### src/rtl/async_fifo_read_drainer_if.sv
// FIFO read-port and output-stream signals of the read drainer.
// master = drainer side, slave = FIFO/downstream side.
interface async_fifo_read_drainer_if #(
  parameter int DW = 9
) ();
  logic [DW-1:0] data_read;
  logic          rempty;
  logic          wHalf_empty;
  logic          read_enable;
  logic [DW-1:0] m_data;
  logic          m_valid;
  logic          m_ready;

  modport master (
    input  data_read, rempty, wHalf_empty, m_ready,
    output read_enable, m_data, m_valid
  );

  modport slave (
    output data_read, rempty, wHalf_empty, m_ready,
    input  read_enable, m_data, m_valid
  );
endinterface

### src/rtl/async_fifo_read_drainer.sv
// Read-side drainer for the async FIFO: batches reads, absorbs the one-cycle
// read latency in a skid buffer and delivers words on a valid/ready stream.
//
// state   | meaning
// S_IDLE  | waiting for half-full FIFO or flush timeout
// S_DRAIN | issuing reads while FIFO non-empty and buffer has room
module async_fifo_read_drainer #(
  parameter int DW            = 9,
  parameter int BUF_DEPTH     = 4,
  parameter int FLUSH_TIMEOUT = 16,
  parameter int CNT_W         = 16
) (
  input  logic                         rclk,
  input  logic                         rrst,
  input  logic                         en,
  async_fifo_read_drainer_if.master    bus,
  output logic                         busy,
  output logic [CNT_W-1:0]             rd_count
);
  localparam int OCC_W  = $clog2(BUF_DEPTH + 1);
  localparam int PTR_W  = (BUF_DEPTH > 1) ? $clog2(BUF_DEPTH) : 1;
  localparam int IDLE_W = $clog2(FLUSH_TIMEOUT + 1);
  localparam logic [IDLE_W-1:0] IDLE_LAST = IDLE_W'(FLUSH_TIMEOUT - 1);
  localparam logic [PTR_W-1:0]  PTR_LAST  = PTR_W'(BUF_DEPTH - 1);
  localparam logic [OCC_W:0]    DEPTH_C   = (OCC_W + 1)'(BUF_DEPTH);

  typedef enum logic {S_IDLE, S_DRAIN} state_t;

  state_t            r_state;
  state_t            w_state_nxt;
  logic [IDLE_W-1:0] r_idle_cnt;
  logic [OCC_W-1:0]  r_occ;
  logic              r_inflight;
  logic [PTR_W-1:0]  r_head;
  logic [PTR_W-1:0]  r_tail;
  logic [DW-1:0]     r_buf [BUF_DEPTH];
  logic [CNT_W-1:0]  r_rd_count;

  logic w_have_data;
  logic w_busy;
  logic w_read_enable;
  logic w_push;
  logic w_pop;

  function automatic logic [PTR_W-1:0] f_next(input logic [PTR_W-1:0] p);
    return (p == PTR_LAST) ? '0 : p + PTR_W'(1);
  endfunction

  assign w_have_data = en && !bus.rempty;

  always_ff @(posedge rclk) begin
    if (rrst) r_state <= S_IDLE;
    else      r_state <= w_state_nxt;
  end

  always_comb begin
    w_state_nxt = r_state;
    case (r_state)
      S_IDLE:  if (w_have_data && (!bus.wHalf_empty || r_idle_cnt == IDLE_LAST))
                 w_state_nxt = S_DRAIN;
      S_DRAIN: if (!w_have_data) w_state_nxt = S_IDLE;
      default: w_state_nxt = S_IDLE;
    endcase
  end

  // Reads count the word still in flight so the buffer can never overflow.
  always_comb begin
    w_busy        = (r_state == S_DRAIN);
    w_read_enable = w_busy && w_have_data &&
                    (({1'b0, r_occ} + (OCC_W + 1)'(r_inflight)) < DEPTH_C);
  end

  always_ff @(posedge rclk) begin
    if (rrst)
      r_idle_cnt <= '0;
    else if (r_state == S_IDLE && w_state_nxt == S_IDLE && w_have_data && bus.wHalf_empty)
      r_idle_cnt <= r_idle_cnt + IDLE_W'(1);
    else
      r_idle_cnt <= '0;
  end

  assign w_push = r_inflight;
  assign w_pop  = (r_occ != '0) && bus.m_ready;

  always_ff @(posedge rclk) begin
    if (rrst) begin
      r_inflight <= 1'b0;
      r_occ      <= '0;
      r_head     <= '0;
      r_tail     <= '0;
      r_rd_count <= '0;
      for (int i = 0; i < BUF_DEPTH; i++) r_buf[i] <= '0;
    end else begin
      r_inflight <= w_read_enable;
      if (w_push) begin
        r_buf[r_tail] <= bus.data_read;
        r_tail        <= f_next(r_tail);
      end
      if (w_pop) begin
        r_head     <= f_next(r_head);
        r_rd_count <= r_rd_count + CNT_W'(1);
      end
      case ({w_push, w_pop})
        2'b10:   r_occ <= r_occ + OCC_W'(1);
        2'b01:   r_occ <= r_occ - OCC_W'(1);
        default: r_occ <= r_occ;
      endcase
    end
  end

  assign bus.read_enable = w_read_enable;
  assign bus.m_valid     = (r_occ != '0);
  assign bus.m_data      = r_buf[r_head];
  assign busy            = w_busy;
  assign rd_count        = r_rd_count;
endmodule

### src/flat_wrapper.sv
// flat-port wrapper written by rule: the top's interface ports become plain ports
module async_fifo_read_drainer_flat 
#(
  parameter int DW            = 9,
  parameter int BUF_DEPTH     = 4,
  parameter int FLUSH_TIMEOUT = 16,
  parameter int CNT_W         = 16
)
  (rclk, rrst, en, busy, rd_count, bus_data_read, bus_rempty, bus_wHalf_empty, bus_m_ready, bus_read_enable, bus_m_data, bus_m_valid);
  async_fifo_read_drainer_if #(.DW(DW)) bus_i ();
  input  logic rclk;
  input  logic rrst;
  input  logic en;
  output logic busy;
  output logic [CNT_W-1:0] rd_count;
  input wire logic [$bits(bus_i.data_read)-1:0] bus_data_read;
  input wire logic [$bits(bus_i.rempty)-1:0] bus_rempty;
  input wire logic [$bits(bus_i.wHalf_empty)-1:0] bus_wHalf_empty;
  input wire logic [$bits(bus_i.m_ready)-1:0] bus_m_ready;
  output wire logic [$bits(bus_i.read_enable)-1:0] bus_read_enable;
  output wire logic [$bits(bus_i.m_data)-1:0] bus_m_data;
  output wire logic [$bits(bus_i.m_valid)-1:0] bus_m_valid;
  assign bus_i.data_read = bus_data_read;
  assign bus_i.rempty = bus_rempty;
  assign bus_i.wHalf_empty = bus_wHalf_empty;
  assign bus_i.m_ready = bus_m_ready;
  assign bus_read_enable = bus_i.read_enable;
  assign bus_m_data = bus_i.m_data;
  assign bus_m_valid = bus_i.m_valid;
  async_fifo_read_drainer #(.DW(DW), .BUF_DEPTH(BUF_DEPTH), .FLUSH_TIMEOUT(FLUSH_TIMEOUT), .CNT_W(CNT_W)) u_core (.rclk(rclk), .rrst(rrst), .en(en), .bus(bus_i), .busy(busy), .rd_count(rd_count));
endmodule
### config.mk
export PLATFORM = sky130hd
export DESIGN_NAME = async_fifo_read_drainer_flat
export DESIGN_NICKNAME = d
export VERILOG_FILES = /design/src/rtl/async_fifo_read_drainer_if.sv /design/src/rtl/async_fifo_read_drainer.sv /design/src/flat_wrapper.sv
export SDC_FILE = /design/constraint.sdc
export NUM_CORES = 1
export LEC_CHECK = 0
export ABC_AREA = 1
export ABC_CLOCK_PERIOD_IN_PS = 1900
export BUFFER_PORTS_ARGS = -buffer_cell sky130_fd_sc_hd__buf_2
export CAP_MARGIN = 25
export CORE_ASPECT_RATIO = 2
export CORE_MARGIN = 3
export CORE_UTILIZATION = 51
export DETAILED_ROUTE_END_ITERATION = 8
export GPL_TIMING_DRIVEN = 0
export PLACE_DENSITY_LB_ADDON = 0.2
export SLEW_MARGIN = 20
export SYNTH_ARGS = -nofsm -noshare
export SYNTH_HDL_FRONTEND = slang
export SYNTH_SLANG_ARGS = --single-unit
### constraint.sdc
create_clock -name rclk -period 1.9 [get_ports rclk]
set_clock_uncertainty 0.1 [all_clocks]
set_input_delay 0.475 -clock rclk [delete_from_list [all_inputs] [get_ports rclk]]
set_output_delay 0.475 -clock rclk [all_outputs]
set_load 0.02 [all_outputs]
-- Yosys cells after proc, flatten, opt, wreduce, memory -nomap -nowiden
Memory sizes are Yosys's and may differ from the RTL's. A register that Yosys moved wholly into a read port is not among the register bits.
Cells that the tools add are included.
- register bits: 30
- bits in writable memories: 36
- bits of input ports: 15
- output and inout bits: 28
- memories kept: 1
- memories (memory ; depth ; bits a word ; read ports ; clocked after Yosys merged registers in ; wr ports ; line ; RTL):
    u_core.r_buf ; 4 ; 9 ; 1 ; 1 ; 4 ; async_fifo_read_drainer.sv:36 ; logic [DW-1:0] r_buf [BUF_DEPTH];
- add/subtract/negate cells: 7
- order comparisons: 1
- equal/unequal tests: 5
- multiplexer cells: 16
- bitwise operators: 3
- reductions and logical operators: 15
- operators by type and width (operator ; number):
    16-bit by 1-bit adder with 16-bit output (second input constant) ; 1
    2-bit two-way mux ; 5
    9-bit two-way mux ; 1
    9-bit OR reduction ; 1
    1-bit logical AND ; 8
    1-bit two-way mux ; 8
    2-bit equality test (second input constant) ; 3
    3-bit case mux with 2 select lines ; 1
    5-bit by 1-bit adder with 5-bit output (second input constant) ; 1
    5-bit by 4-bit equality test with 1-bit output (second input constant) ; 1
    2-bit by 1-bit adder with 2-bit output (second input constant) ; 2
    3-bit by 1-bit adder with 4-bit output ; 1
    4-bit by 3-bit less-than comparator with 1-bit output (second input constant) ; 1
    3-bit by 1-bit adder with 3-bit output (second input constant) ; 1
    1-bit NOT ; 3
    3-bit nonzero test ; 1
    3-bit by 1-bit subtractor with 3-bit output (second input constant) ; 1
    2-bit by 1-bit equality test with 1-bit output (second input constant) ; 1
    1-bit zero test ; 2
    1-bit case mux with 2 select lines ; 1
    2-bit nonzero test ; 1
    2-bit OR reduction ; 1
    1-bit logical OR ; 1

-- Longest topological paths before layout
Gate-level depths: netlist (run 1).
- word-level depth: 11
- gate-level depth with buffers: 10
- mapped depth without buffers: 9

-- Worst setup path before layout (run 1)
No wires, ideal clock.
- path kind: input port to flip-flop
- start: input port bus_m_ready
- end: register u_core.r_occ[2]
- library setup time: 0.070 ns
- arrival: 1.865 ns
- required time: 1.730 ns
- slack: -0.134 ns
- stages: 9
- path through: a21boi_2 -> buf_6 -> ha_1 -> inv_1 -> fa_1 -> or2_2 -> nand2_1 -> o21ai_0 -> a21oi_1
- word-level cells in the longest chain between the ends: 3
- elaborated cells on any way between the ends: 5
- classes of those cells: eq/ne: 2; mux: 1; reduce/logical: 2
- RTL lines (what ; line ; RTL):
    start, declared ; flat_wrapper.sv:19 ; input wire logic [$bits(bus_i.m_ready)-1:0] bus_m_ready;
    1-bit logical AND (*) ; async_fifo_read_drainer.sv:83 ; assign w_pop = (r_occ != '0) && bus.m_ready;
    2-bit by 1-bit equality test with 1-bit output / 2-bit equality test (equally long branches) ; async_fifo_read_drainer.sv:103 ; case ({w_push, w_pop})
    3-bit case mux with 2 select lines / 2-bit nonzero test (equally long branches) ; - ;
    end signal, assigned ; async_fifo_read_drainer.sv:104 ; 2'b10: r_occ <= r_occ + OCC_W'(1);
    end signal, assigned ; async_fifo_read_drainer.sv:105 ; 2'b01: r_occ <= r_occ - OCC_W'(1);
    end signal, assigned ; async_fifo_read_drainer.sv:106 ; default: r_occ <= r_occ;
    end, declared ; async_fifo_read_drainer.sv:32 ; logic [OCC_W-1:0] r_occ;
Mark *: on every way between the ends. The rest lies on a longest branch, timed or not.
A chain may end at the register's enable or synchronous reset.

==> results.cfg, run 1 <==
[status]
status = finished with violations
violations = setup timing

[worst_setup_path]
crit_arrival_ns = 1.39
critPathTopFamily = buffers and inverters
crit_fanout = 6
start_kind = flop
worstSetupPathType = reg2out
max_stage_delay_ns = 0.35
end_kind = output port
cp_num_buf_inv = 4
cpMaxStageDelayCell = dfxtp_4
cp.required_ns = 1.32
crit_chain = buf_12 > clkinv_8 > clkbuf_16 > nor2_1 > o22ai_1 > buf_4

[drt]
first_pass_iters = 4
drt_drc_violations_left = 0
vias_per_cell = 5.247
totalWireLength_um = 6844
post_drt_wl_per_cell_um = 14.23
antenna_left = 0
vias = 2524
first_iter_violations = 83

[clocking]
cts_buffers = 9
cts_sinks = 68
clk_path_buf_depth = 2
cts_hold_buf = 0
path_clk_slew_ns = 0.05
cts_tree = yes
cts_htree_levels = 3
clk_latency_ns = 0.33
cts_root_buf = clkbuf_16

[finish]
diodes = 0
regArea_sq_mm = 0.001730
final_layout_size_suffix_gt1_share_pct = 27.86
fin_util_pct = 68.51
fillCellCount = 479
fin_cells = 481
nNetsFinal = 437
fin_area_sq_mm = 0.003945
multi_input_comb_area_sq_mm = 0.001261
syn2layout_area_growth_pct = 28.17

[sta]
layout_setup_ws_ns = -0.06489
fin_crit_ns = 1.965
timing.fmax_ghz = 0.5089
hold_viol_final = 0
worst_slew_pin_slew_ns = 0.5721
finalCritPeriodShare_pct = 103.4
setup_viol = 9
grt_setup_unrepaired = yes
drv_slew = 0
relSlewSlack_pct = 61.82

[power]
power.internal_uw = 2769
p_sw_share_pct = 19.76
power_switching_uw = 682.0
power_density_mw_per_mm2 = 874.8
irDropWorstVdd_mv = 0.5704
p_leak_uw = 0.001685
clkPwrFrac_pct = 49.4
power_frac_comb_pct = 4.6
seq_power_share_pct = 46.0

[die]
ioPinCount = 43
die-width_um = 60.93
core_sq_mm = 0.005758
die_h_um = 115.9
start_util_pct = 53.46
rows = 39
dieArea_sq_mm = 0.007060

[place]
dp_hpwl_um = 4732
numPlacedInstances = 455
gp_congestion = 0.8160
dp_slack_ns = -0.2813
place.port_buffers = 42
placement.cell_area_sq_mm = 0.003392

[synth]
yosys_most_used_dff = edfxtp_1
ys_ff_latch = 68
synth_edf_count = 36
synth_cell_types = 29
synth_area_sq_mm = 0.003078
synth_nets = 374
synth_warnings = 0
ys_seq_area_share_pct = 55.93
syn_area_per_cell_sq_um = 8.744
synthCells = 352
async_flop_share_pct = 0

[global_routing]
grt_max_degree = 12
grt-ovfl-total = 0
grt_antenna_before_repair = 0
grt_pass1_vias = 2526
grt_usage_pct = 20.84
grt_pass1_wl_um = 10750

[worst_hold_path]
hold_path.class = in2reg

[flow_run]
cap_violations = 0
[Yosys cell counts, drive strengths merged (2+ instances only)]
library cell  count  area, sq um
a21oi            11        58.81
and2              3        18.77
buf               6        38.79
dfxtp            32        640.6
edfxtp           36         1081
ha                6        75.07
inv              36        135.1
nand2            50        207.7
nand3            16        80.08
nand4             2        12.51
nor2            107        449.2
nor3              2        10.01
nor3b             2        15.01
o21ai            27        135.1
o22ai            10        62.56
[state kept, by name, indices dropped and copies added (netlist names), named ones only]
signal	cells
u_core.r_tail	2
u_core.r_inflight	1
u_core.r_idle_cnt	5
u_core.r_head	2
u_core.busy	1
u_core.r_occ	3
u_core.r_buf	36
u_core.rd_count	16
[power groups by stage]
| stage | Combinational [uW] | Clock [uW] | Sequential [uW] |
|---|---|---|---|
| after floorplan | 84.4 | 0 | 1610 |
| after detailed placement | 138 | 0 | 1620 |
| after global routing | 175 | 1800 | 1590 |
| after CTS | 147 | 1730 | 1590 |
| final | 159 | 1710 | 1590 |
| after global placement | 135 | 0 | 1610 |
[path summary, 6_finish.rpt]
| check | cells past startpoint | startpoint | to | slack (ns) |
|---|---|---|---|---|
| hold reg to reg | 1 | u_core.r_idle_cnt[0] | u_core.r_idle_cnt[0] | 0.35 |
| setup reg to reg | 10 | u_core.r_occ[1] | u_core.r_occ[2] | 0.06 |
| setup / recovery | 6 | flop | bus_m_data[2] | -0.06 |
| hold / removal | 2 | bus_rempty | u_core.busy | 0.23 |
[worst register-to-register path: stages, from the launching register on]
cell	delay (ns)
dfxtp_2	0.37
nor2_4	0.06
a21boi_4	0.14
buf_6	0.12
ha_4	0.12
inv_2	0.05
fa_2	0.36
or2_4	0.24
nand2_2	0.06
o21ai_1	0.05
a21oi_1	0.11
[cells in the final DEF (no fill, tap or decap), types with 2 or more instances in the layout]
cell,instances
buf_6,2
nand3_1,15
a21oi_1,9
nand4_1,2
ha_1,5
buf_8,2
o21ai_0,18
dfxtp_1,27
buf_2,35
nor2_1,94
nand2_1,40
clkinv_2,3
edfxtp_1,36
clkbuf_16,11
nand2_2,9
o21ai_1,8
bufinv_16,2
dfxtp_2,4
nor2_2,7
inv_1,30
buf_4,15
inv_2,4
and2_1,3
nor2_4,6
a21oi_2,2
o22ai_1,9
[layer usage]
layer	part of all wire, %	wire (um)	track usage (%)	vias to the layer above
li1	-	-	-	1286
met3	3.2	222	5.351	10
met1	35	2419	19.00	1184
met4	1.7	117	9.551	0
met5	0	0	0	-
met2	60	4084	40.03	44
[logic make-up (layout without fill, tap and decap cells)]
family,count (synthesis),count (layout),synth area share [%]
AOI/OAI and AO/OA,50,50,8.943
adders and majority gates,7,7,3.089
buffers and inverters,42,110,5.651
DFF,68,68,55.93
and+or+nand+nor,185,185,26.38
[cell type report]
cell class / instances / area share [%]
repair buffers: 51 / 8.595
well taps: 61 / 1.935
plain buffers: 6 / 1.808
multi-input cells: 242 / 31.97
clock inverters: 6 / 1.998
clock buffers: 10 / 5.804
repair inverters: 1 / 0.2220
flip-flops and latches: 68 / 43.86
inverters: 36 / 3.806
[through the flow]
stage / TNS [ns] / total power (uW) / hold slack (ns)
5_1_grt: -0.9004 / 3559 / 0.2260
2_1_floorplan: -0.0002469 / 1698 / 0.3176
4_1_cts: -0.5290 / 3463 / 0.2196
3_3_place_gp: -5.354 / 1750 / 0.3337
6_report: -0.3277 / 3451 / 0.2261
3_5_place_dp: -6.330 / 1754 / 0.3464
[timing repair]
item	in CTS	in global routing
cloned	0	3
setup buffers	2	5
resized for setup	22	34
pin swaps	3	7
setup endpoints to repair	20	31
Power figures use the tool's default switching activity.
==> run 2, diff against run 1 <==
- ABC_CLOCK_PERIOD_IN_PS: 1900 -> 2100
- CORE_UTILIZATION: 51 -> 57
- clock period: 1.9 -> 2.1 ns (I/O delays scaled with it)
==> results.cfg, run 2 (same netlist as run 1, synthesis figures left out) <==
[place]
dp_hpwl_um = 4686
place.port_buffers = 42
gp_congestion = 0.7888
numPlacedInstances = 452

[worst_setup_path]
crit_fanout = 10
cp_num_buf_inv = 4
cpMaxStageDelayCell = dfxtp_1
start_kind = flop
crit_chain = buf_6 > inv_6 > clkbuf_16 > nor2_1 > o22ai_1 > buf_4
end_kind = output port
worstSetupPathType = reg2out
crit_arrival_ns = 1.42
cp.required_ns = 1.47
critPathTopFamily = buffers and inverters
max_stage_delay_ns = 0.31

[die]
dieArea_sq_mm = 0.006371
start_util_pct = 59.36
core_sq_mm = 0.005185
ioPinCount = 43
rows = 37
die-width_um = 57.96
die_h_um = 109.9

[status]
status = finished, final reports clean

[finish]
fin_cells = 475
syn2layout_area_growth_pct = 18.50
fin_util_pct = 70.34
final_layout_size_suffix_gt1_share_pct = 23.74
final_cell_mix = nor2_1 (98), nand2_1 (44), buf_2 (41)
top_register = u_core.r_buf
diodes = 0
final_common_cell = nor2_1
nNetsFinal = 434
largest_reg_flops = 36

[sta]
worst_slew_pin_slew_ns = 0.9322
timing.fmax_ghz = 0.4885
grt_setup_unrepaired = yes
setup_viol = 0
drv_slew = 0
setup_tns_ns = 0
fin_crit_ns = 2.047
hold_ws_ns = 0.2634
finalCritPeriodShare_pct = 97.47
hold_viol_final = 0
relSlewSlack_pct = 37.63

[drt]
vias_per_cell = 5.345
drt_drc_violations_left = 0
antenna_left = 0
totalWireLength_um = 6555
post_drt_wl_per_cell_um = 13.80
first_pass_iters = 5
first_iter_violations = 89
vias = 2539

[worst_hold_path]
hold_path.class = in2reg

[clocking]
cts_root_buf = clkbuf_8
cts_sinks = 68
clk_path_buf_depth = 2
cts_hold_buf = 0
clk_latency_ns = 0.34
cts_buffers = 9
cts_tree = yes
cts_htree_levels = 3
path_clk_slew_ns = 0.07

[power]
power_frac_comb_pct = 5.2
seq_power_share_pct = 57.5
power_switching_uw = 571.2
clkPwrFrac_pct = 37.3
power.internal_uw = 1918
power_density_mw_per_mm2 = 682.5
p_leak_uw = 0.001571
p_sw_share_pct = 22.95
irDropWorstVdd_mv = 0.5289

[global_routing]
grt_pass1_wl_um = 10650
grt_max_degree = 12
grt-ovfl-total = 0
grt_usage_pct = 22.35
grt_pass1_vias = 2470
grt_antenna_before_repair = 0

[flow_run]
cap_violations = 0
-- run 2: cell count changes in the layout (fill, tap and decap cells not counted), sizes merged --
cell | before | now
clkinvlp | 0 | 3
buf | 55 | 53
bufinv | 2 | 0
clkinv | 5 | 4
inv | 36 | 35
-- run 2: path summary, 6_finish.rpt --
kind	from	end	slack (ns)	depth (start not counted)
setup reg to reg	u_core.r_inflight	u_core.r_buf[3][6]	0.13	5
hold / removal	bus_rempty	u_core.busy	0.26	2
setup / recovery	flop	bus_m_data[4]	0.05	6
hold reg to reg	u_core.r_idle_cnt[0]	u_core.r_idle_cnt[0]	0.36	1
-- run 2: area by class of cell --
class	instances	area (sq um)
Sequential cell	68	1728
Multi-Input combinational cell	242	1187
Buffer	6	58.81
Clock buffer	11	141.4
Tap cell	58	72.57
Inverter	36	143.9
Clock inverter	5	27.53
Timing Repair inverter	1	7.507
Timing Repair Buffer	48	280.3
Fill cell	434	1538
-- run 2: metrics by stage --
| stage | area, sq um | power, uW | worst slack, ns |
|---|---|---|---|
| finish | 3647 | 2489 | 0.05305 |
| global route | 3647 | 2584 | -0.01384 |
| detailed placement | 3361 | 1585 | -0.2929 |
| CTS | 3558 | 2512 | -0.01642 |
| floorplan | 3078 | 1535 | 0.01558 |
| global placement | 3361 | 1580 | -0.2801 |
-- run 2: timing repair --
action                                  4_1_cts  5_1_grt
gates resized for setup                       9       14
pin swaps                                     1        2
endpoints found under the hold margin         0        0
buffers inserted                              1        4
gates cloned                                  0        2
endpoints found under the setup margin       10       10
-- run 2: routing by layer --
| layer | vias up | wire (um) | global-route usage (%) |
|---|---|---|---|
| met5 | - | 0 | 0 |
| met4 | 0 | 157 | 10.28 |
| met3 | 15 | 207 | 5.640 |
| met2 | 36 | 3839 | 43.77 |
| met1 | 1201 | 2350 | 20.46 |
| li1 | 1287 | - | - |
-- run 2: power groups by stage --
stage | clock [uW] | sequential [uW] | combinational [uW]
2_1_floorplan | 0 | 1460 | 75.0
3_3_place_gp | 0 | 1460 | 120
3_5_place_dp | 0 | 1460 | 123
4_1_cts | 953 | 1430 | 126
5_1_grt | 1010 | 1430 | 143
6_report | 928 | 1430 | 129
==> run 3, diff against run 2 <==
==> constraint.sdc (replaced) <==
create_clock -name rclk -period 2.1 [get_ports rclk]
set_clock_uncertainty 0.1 [all_clocks]
set_input_delay 0.42 -clock rclk [delete_from_list [all_inputs] [get_ports rclk]]
set_output_delay 0.42 -clock rclk [all_outputs]
set_load 0.02 [all_outputs]
==> results.cfg, run 3 (same netlist as run 1, synthesis figures left out) <==
[worst_setup_path]
reg2reg_to = u_core.r_occ[2]
rrSetupSlack_ns = 0.17
worstReg2RegStart = u_core.r_occ[2]
start_kind = flop
reg2reg_depth = 10
end_kind = output port
crit_arrival_ns = 1.49
cp.required_ns = 1.58
crit_fanout = 10
worstSetupPathType = reg2out

[drt]
drt_drc_violations_left = 0
vias = 2521
totalWireLength_um = 6397
post_drt_wl_per_cell_um = 13.52
first_pass_iters = 5
first_iter_violations = 89
vias_per_cell = 5.330
antenna_left = 0

[global_routing]
grt_usage_pct = 22.35
grt_antenna_before_repair = 0
grt_pass1_wl_um = 10650
grt_max_degree = 12
grt-ovfl-total = 0
grt_pass1_vias = 2493

[finish]
top_register = u_core.r_buf
final_layout_size_suffix_gt1_share_pct = 23.37
diodes = 0
largest_reg_flops = 36
nNetsFinal = 432
syn2layout_area_growth_pct = 17.03
final_cell_mix = nor2_1 (98), nand2_1 (44), buf_2 (43)
final_common_cell = nor2_1

[status]
status = finished, final reports clean

[flow_run]
cap_violations = 0

[worst_hold_path]
hold_path.class = in2reg
holdPathStages = 2
whs_endpoint = u_core.busy
min_from = bus_rempty

[clocking]
cts_sinks = 68
clk_path_buf_depth = 2
path_clk_slew_ns = 0.07
cts_buffers = 9
cts_htree_levels = 3
cts_root_buf = clkbuf_8
cts_tree = yes
cts_hold_buf = 0
clk_latency_ns = 0.34

[power]
power_density_mw_per_mm2 = 690.2
p_leak_uw = 0.001553
irDropWorstVdd_mv = 0.5272
power.total_uw = 2486

[die]
dieArea_sq_mm = 0.006371
rows = 37
die-width_um = 57.96
die_h_um = 109.9
ioPinCount = 43
start_util_pct = 59.36
core_sq_mm = 0.005185

[sta]
fin_crit_ns = 2.009
relSlewSlack_pct = 41.26
timing.fmax_ghz = 0.4977
drv_slew = 0
hold_viol_final = 0
setup_viol = 0
worst_slew_pin_slew_ns = 0.8778
setup_tns_ns = 0
finalCritPeriodShare_pct = 95.68

[place]
place.port_buffers = 42
dp_hpwl_um = 4686
gp_congestion = 0.7888
[run 3: final cells by class]
cell class                      count  area (sq um)
Buffer                              6         51.30
Clock buffer                       11         141.4
Clock inverter                      5         27.53
Fill cell                         445          1583
Inverter                           36         143.9
Multi-Input combinational cell    242          1187
Sequential cell                    68          1728
Tap cell                           58         72.57
Timing Repair Buffer               47         250.2
[run 3: how the worst max path moves through the flow]
stage	start	to
2_1_floorplan	bus_m_ready	u_core.r_occ[2]
6_report	flop	bus_m_data[6]
4_1_cts	flop	bus_m_data[7]
5_1_grt	u_core.r_occ[2]	u_core.r_occ[2]
3_5_place_dp	bus_m_ready	u_core.r_occ[2]
3_3_place_gp	bus_m_ready	u_core.r_occ[2]
[run 3: what timing repair did]
| action | 4_1_cts | 5_1_grt |
|---|---|---|
| pin swaps | 1 | 2 |
| gates resized for setup | 4 | 13 |
| setup endpoints to repair | 10 | 10 |
| setup buffers | 1 | 4 |
[run 3: critical path, stage by stage, from the launching register on]
cell and delay (ns):
dfxtp_1 0.30, clkbuf_4 0.19, inv_6 0.10, buf_6 0.14, nor2_1 0.05, o22ai_1 0.18
buf_4 0.17
[run 3: power by group]
group          leakage, uW  internal, uW  switching [uW]
logic             0.000832          41.2            84.2
clock network    0.0000889           452             477
registers         0.000631          1420            9.47
[run 3: metrics by stage]
step	instances	instance area, sq um	hold slack (ns)	util [%]	worst slack (ns)
CTS	469	3546	0.1321	68.39	0.01870
finish	473	3602	0.1563	69.47	0.09072
global placement	452	3361	0.3276	64.82	-0.1751
global route	473	3602	0.1342	69.47	-0.009635
floorplan	352	3078	0.3176	-	0.1206
detailed placement	452	3361	0.3509	64.82	-0.1879
[run 3: layer usage]
| metal | GRT usage [%] | routed length (um) | vias to the layer above |
|---|---|---|---|
| met3 | 5.640 | 198 | 13 |
| met2 | 43.61 | 3720 | 36 |
| met1 | 20.38 | 2325 | 1188 |
| met5 | 0 | 0 | - |
| met4 | 10.78 | 153 | 0 |
| li1 | - | - | 1284 |
